## config.mk

```make
export PLATFORM = sky130hd
export DESIGN_NAME = trap_sequencer
export DESIGN_NICKNAME = d
export VERILOG_FILES = /design/src/rtl/trap_sequencer.sv
export SDC_FILE = /design/constraint.sdc
export NUM_CORES = 1
export LEC_CHECK = 0
export ABC_AREA = 0
export BUFFER_PORTS_ARGS = -buffer_cell sky130_fd_sc_hd__buf_2
export CAP_MARGIN = 20
export CORE_ASPECT_RATIO = 1.75
export CORE_MARGIN = 3
export CORE_UTILIZATION = 40
export DETAILED_ROUTE_END_ITERATION = 6
export PLACE_DENSITY = 0.67
export SLEW_MARGIN = 20
export SYNTH_ARGS = -nofsm -noshare
export SYNTH_HDL_FRONTEND = slang
export SYNTH_SLANG_ARGS = --single-unit
```

## constraint.sdc

```tcl
create_clock -name clk -period 13.45 [get_ports clk]
set_clock_uncertainty 0.1 [all_clocks]
set_input_delay 1.345 -clock clk [delete_from_list [all_inputs] [get_ports clk]]
set_output_delay 1.345 -clock clk [all_outputs]
set_load 0.01 [all_outputs]
```

## src/rtl/trap_sequencer.sv

```systemverilog
`default_nettype none
// ============================================================================
// trap_sequencer : RISC-V trap-entry / xRET CSR write and fetch-redirect FSM
// Rev 1.0
// ============================================================================
module trap_sequencer #(
    parameter int XLEN = 32
) (
    input  logic            clk,
    input  logic            reset,
    output logic            ready,
    input  logic            trap_valid,
    input  logic [XLEN-1:0] trap_cause,
    input  logic [XLEN-1:0] trap_epc,
    input  logic [XLEN-1:0] trap_tval,
    input  logic            ret_valid,
    input  logic            ret_is_m,
    input  logic [XLEN-1:0] medeleg,
    input  logic [XLEN-1:0] mideleg,
    input  logic [XLEN-1:0] mtvec,
    input  logic [XLEN-1:0] stvec,
    input  logic [XLEN-1:0] mepc_in,
    input  logic [XLEN-1:0] sepc_in,
    input  logic [XLEN-1:0] mstatus_in,
    output logic            csr_wen,
    output logic [11:0]     csr_waddr,
    output logic [XLEN-1:0] csr_wdata,
    output logic            redirect_valid,
    output logic [XLEN-1:0] redirect_pc,
    output logic [1:0]      mode
);

    typedef enum logic [2:0] {
        S_IDLE     = 3'd0,
        S_W_EPC    = 3'd1,
        S_W_CAUSE  = 3'd2,
        S_W_TVAL   = 3'd3,
        S_W_STATUS = 3'd4,
        S_REDIR    = 3'd5
    } state_t;

    localparam logic [11:0] C_MEPC    = 12'h341;
    localparam logic [11:0] C_MCAUSE  = 12'h342;
    localparam logic [11:0] C_MTVAL   = 12'h343;
    localparam logic [11:0] C_MSTATUS = 12'h300;
    localparam logic [11:0] C_SEPC    = 12'h141;
    localparam logic [11:0] C_SCAUSE  = 12'h142;
    localparam logic [11:0] C_STVAL   = 12'h143;
    localparam logic [11:0] C_SSTATUS = 12'h100;

    state_t          state_q;
    logic            to_s_q;
    logic [XLEN-1:0] cause_q, tval_q, status_q, pc_q;
    logic [1:0]      nmode_q;

    logic            is_int, acc_s;
    logic [4:0]      code;
    logic [XLEN-1:0] deleg, tvec, offs, status_d, pc_d;
    logic [1:0]      nmode_d;

    // Everything the sequence needs is resolved on the accept cycle, so later
    // input changes cannot leak into the CSR writes or the redirect.
    always_comb begin
        is_int   = trap_cause[XLEN-1];
        code     = trap_cause[4:0];
        deleg    = is_int ? mideleg : medeleg;
        acc_s    = 1'b0;
        tvec     = '0;
        offs     = '0;
        status_d = mstatus_in;
        pc_d     = '0;
        nmode_d  = 2'b11;
        if (trap_valid) begin
            acc_s = (mode != 2'b11) && deleg[code];
            tvec  = acc_s ? stvec : mtvec;
            if (tvec[1:0] == 2'b01 && is_int)
                offs[6:0] = {code, 2'b00};
            pc_d = {tvec[XLEN-1:2], 2'b00} + offs;
            if (acc_s) begin
                status_d[5] = mstatus_in[1];
                status_d[1] = 1'b0;
                status_d[8] = mode[0];
                nmode_d     = 2'b01;
            end else begin
                status_d[7]     = mstatus_in[3];
                status_d[3]     = 1'b0;
                status_d[12:11] = mode;
            end
        end else if (ret_is_m) begin
            status_d[3]     = mstatus_in[7];
            status_d[7]     = 1'b1;
            status_d[12:11] = 2'b00;
            pc_d            = mepc_in;
            nmode_d         = (mstatus_in[12:11] == 2'b10) ? 2'b00 : mstatus_in[12:11];
        end else begin
            acc_s       = 1'b1;
            status_d[1] = mstatus_in[5];
            status_d[5] = 1'b1;
            status_d[8] = 1'b0;
            pc_d        = sepc_in;
            nmode_d     = {1'b0, mstatus_in[8]};
        end
    end

    always_ff @(posedge clk or posedge reset) begin
        if (reset) begin
            state_q        <= S_IDLE;
            ready          <= 1'b1;
            csr_wen        <= 1'b0;
            csr_waddr      <= '0;
            csr_wdata      <= '0;
            redirect_valid <= 1'b0;
            redirect_pc    <= '0;
            mode           <= 2'b11;
            to_s_q         <= 1'b0;
            cause_q        <= '0;
            tval_q         <= '0;
            status_q       <= '0;
            pc_q           <= '0;
            nmode_q        <= 2'b11;
        end else begin
            csr_wen        <= 1'b0;
            csr_waddr      <= '0;
            csr_wdata      <= '0;
            redirect_valid <= 1'b0;
            redirect_pc    <= '0;
            case (state_q)
                S_IDLE: begin
                    if (trap_valid || ret_valid) begin
                        ready    <= 1'b0;
                        to_s_q   <= acc_s;
                        cause_q  <= trap_cause;
                        tval_q   <= trap_tval;
                        status_q <= status_d;
                        pc_q     <= pc_d;
                        nmode_q  <= nmode_d;
                        csr_wen  <= 1'b1;
                        if (trap_valid) begin
                            state_q   <= S_W_EPC;
                            csr_waddr <= acc_s ? C_SEPC : C_MEPC;
                            csr_wdata <= trap_epc;
                        end else begin
                            state_q   <= S_W_STATUS;
                            csr_waddr <= acc_s ? C_SSTATUS : C_MSTATUS;
                            csr_wdata <= status_d;
                        end
                    end
                end
                S_W_EPC: begin
                    state_q   <= S_W_CAUSE;
                    csr_wen   <= 1'b1;
                    csr_waddr <= to_s_q ? C_SCAUSE : C_MCAUSE;
                    csr_wdata <= cause_q;
                end
                S_W_CAUSE: begin
                    state_q   <= S_W_TVAL;
                    csr_wen   <= 1'b1;
                    csr_waddr <= to_s_q ? C_STVAL : C_MTVAL;
                    csr_wdata <= tval_q;
                end
                S_W_TVAL: begin
                    state_q   <= S_W_STATUS;
                    csr_wen   <= 1'b1;
                    csr_waddr <= to_s_q ? C_SSTATUS : C_MSTATUS;
                    csr_wdata <= status_q;
                end
                S_W_STATUS: begin
                    state_q        <= S_REDIR;
                    redirect_valid <= 1'b1;
                    redirect_pc    <= pc_q;
                end
                S_REDIR: begin
                    state_q <= S_IDLE;
                    ready   <= 1'b1;
                    mode    <= nmode_q;
                end
                default: begin
                    state_q <= S_IDLE;
                    ready   <= 1'b1;
                end
            endcase
        end
    end

endmodule
`default_nettype wire

```

==> results.json <==
{
  "switching_share": 0.377,
  "synth-async-reset-ratio": 1.00,
  "worstSkewPairLatency_ns": 0.50,
  "wl_per_cell_um": 19.7,
  "use_met1": 0.297,
  "min_path_type": "register to register",
  "clk_pin_slew_ns": 0.06,
  "slew_viol_final": 0,
  "cap_violations": 0,
  "root_buffer": "clkbuf_16",
  "avgSynthCellArea_um2": 9.49,
  "fin_crit_ns": 6.92,
  "port_buffers": 398,
  "final_cell_mix": "buf_2, nand2_1, dfrtp_1",
  "clockBufferDepth": 3,
  "drt-vias-per-instance": 5.33,
  "grt_max_degree": 191,
  "dr.pass1.iters": 5,
  "post_cts_resized": 0,
  "cts_tree": "built",
  "multiInputGateArea_mm2": 0.00570,
  "rsz0062_at_grt": "false",
  "end_kind": "register",
  "fin_crit_sh": 0.514,
  "nets": 1862,
  "internal_power_uw": 1680,
  "drive_above_1_share": 0.336,
  "nFillCells": 2617,
  "area_growth_pct": 25.3,
  "grt_overflow": 0,
  "grt_busiest_layer": "met2",
  "synth_edf_count": 0,
  "cts_setup_buffers": 0,
  "status": "completed",
  "numCtsBuffers": 20,
  "hold_violations": 0,
  "yosys_most_used_dff": "dfrtp_1",
  "grt_antenna_before_repair": 1,
  "initial_core_util": 0.411,
  "slew_headroom": 0.277,
  "timing.fmax_mhz": 145,
  "post_synth_inst_count": 1192,
  "power_leakage_uw": 0.00730,
  "ys_ff_latch": 208,
  "dieWidth_um": 133,
  "seqCellArea_mm2": 0.00522,
  "synth_cell_type_count": 59,
  "routed_wl_mm": 37.6,
  "gp_congestion": 0.996,
  "grt_pass1_vias": 10800,
  "p_sw_uw": 1020,
  "dp_hpwl_mm": 27.7,
  "ys_seq_area_frac": 0.461,
  "finalSetupTns_ns": 0,
  "comb_power_share": 0.404,
  "drc_errors": 0,
  "critPathMaxFanout": 42,
  "fp.dieH_um": 228,
  "grt_usage": 0.242,
  "cp.arrival_ns": 7.19,
  "required_ns": 13.72,
  "grtUsageMet3": 0.0304,
  "htreeDepth": 1,
  "grt_pass1_wl_mm": 58.8,
  "worstMarginPinSlew_ns": 1.08,
  "seqPwrFrac": 0.379,
  "powerDensity_mw_per_mm2": 190,
  "netlist_area_mm2": 0.0113,
  "placementRows": 80,
  "antenna_left": 0,
  "cts_sinks": 208,
  "startpoint_type": "input port",
  "ioPinCount": 406,
  "clockPowerShare": 0.217,
  "ctsHoldBuffers": 0,
  "grt_use_met2": 0.426,
  "hold_slack_ns": 0.369,
  "core_area_mm2": 0.0275,
  "worstSetupPathType": "input port to register",
  "vias": 10200,
  "die_area_mm2": 0.0304,
  "dr.first_iter.drc_count": 570,
  "setup_viol": 0,
  "yosysWarningCount": 0,
  "mostFrequentLayoutCell": "buf_2",
  "peakVddDrop_mv": 0.151
}
[worst paths after layout]
check                               start             to  slack [ns]  depth (start not counted)
setup / recovery           trap_cause[31]       pc_q[26]        6.53                         17
hold / removal                    pc_q[0]        pc_q[0]        0.37                          2
setup reg to reg                  mode[0]       pc_q[26]        8.36                         14
hold reg to reg                   pc_q[0]        pc_q[0]        0.37                          2
max in group asynchronous           reset  csr_wdata[19]       10.98                          3
min in group asynchronous           reset   status_q[23]        0.84                          2
[critical path: stages]
cell       delay, ns
buf_2           0.48
mux4_2          0.59
mux2i_1         0.15
mux2i_1         0.09
o2111ai_1       0.65
nand2_2         0.81
mux2i_1         0.54
and3b_1         0.23
ha_1            0.23
fa_1            0.43
a211oi_1        0.42
o21ba_2         0.28
nor3_2          0.07
and4_1          0.21
xnor2_1         0.11
and3_1          0.17
o41ai_1         0.35
[per-layer routing]
| layer | vias to the layer above | part of all wire |
|---|---|---|
| met1 | 4927 | 0.39 |
| met4 | 2 | 0.043 |
| met5 | - | 0.00024 |
| met2 | 347 | 0.51 |
| li1 | 4839 | - |
| met3 | 73 | 0.050 |
[per-stage QoR]
stage	std cells	power (uW)	utilization	cell area (um2)	setup slack [ns]
3_5_place_dp	1878	2120	0.490	13500	6.02
6_report	1912	2690	0.515	14200	6.53
3_3_place_gp	1878	2090	0.490	13500	6.26
5_1_grt	1911	2890	0.514	14200	6.05
2_1_floorplan	1198	1770	-	11300	6.33
4_1_cts	1911	2720	0.514	14200	6.54
[logic make-up (layout without fill, tap and decap cells)]
family,count (synthesis),after routing,share of synthesized area
compound gates,186,186,0.111
xor+xnor,49,49,0.0380
other cells,1,8,0.000332
mux,138,138,0.145
flops,208,208,0.461
fa+ha+maj,6,6,0.00730
simple gates,501,501,0.198
buf+inv,103,447,0.0396
[registers in the layout (all words and copies together) (netlist names), 2 cells and up]
name / cells
cause_q: 32
csr_wdata: 32
pc_q: 32
redirect_pc: 32
status_q: 32
tval_q: 32
csr_waddr: 5
state_q: 3
mode: 2
nmode_q: 2
[Yosys cell counts (7+ instances only)]
cell type | count | area (um2)
nand4_1 | 15 | 93.8
buf_2 | 10 | 50.1
dfrtp_1 | 203 | 5080
buf_1 | 8 | 30.0
o22ai_1 | 35 | 219
a31oi_1 | 7 | 43.8
xnor2_1 | 31 | 272
nand3_1 | 20 | 100
clkbuf_1 | 67 | 251
nand2_1 | 311 | 1170
a211oi_1 | 9 | 67.6
xor2_1 | 18 | 158
a21oi_1 | 32 | 160
mux4_2 | 16 | 360
mux2i_1 | 79 | 791
nor2_1 | 41 | 154
o21ai_0 | 15 | 75.1
inv_1 | 7 | 26.3
o21ai_1 | 14 | 70.1
and3_1 | 46 | 288
a22oi_1 | 35 | 263
buf_4 | 9 | 67.6
nor2b_1 | 12 | 75.1
nor3_1 | 29 | 145
mux2_2 | 37 | 417
[power groups by stage]
stage	combinational (uW)	sequential [uW]	clock, uW
floorplan	733	1030	0
global placement	1070	1020	0
CTS	1100	1020	599
finish	1090	1020	584
global route	1220	1050	623
detailed placement	1090	1030	0
[cell type report]
cell class | count | area share
clock inverter | 6 | 0.00565
clock buffer | 27 | 0.0415
antenna | 1 | 0.000177
inverter | 7 | 0.00274
sequential | 208 | 0.368
multi-input combinational | 887 | 0.403
tap | 369 | 0.0326
timing repair buffer | 407 | 0.146
Power figures use the tool's default switching activity.
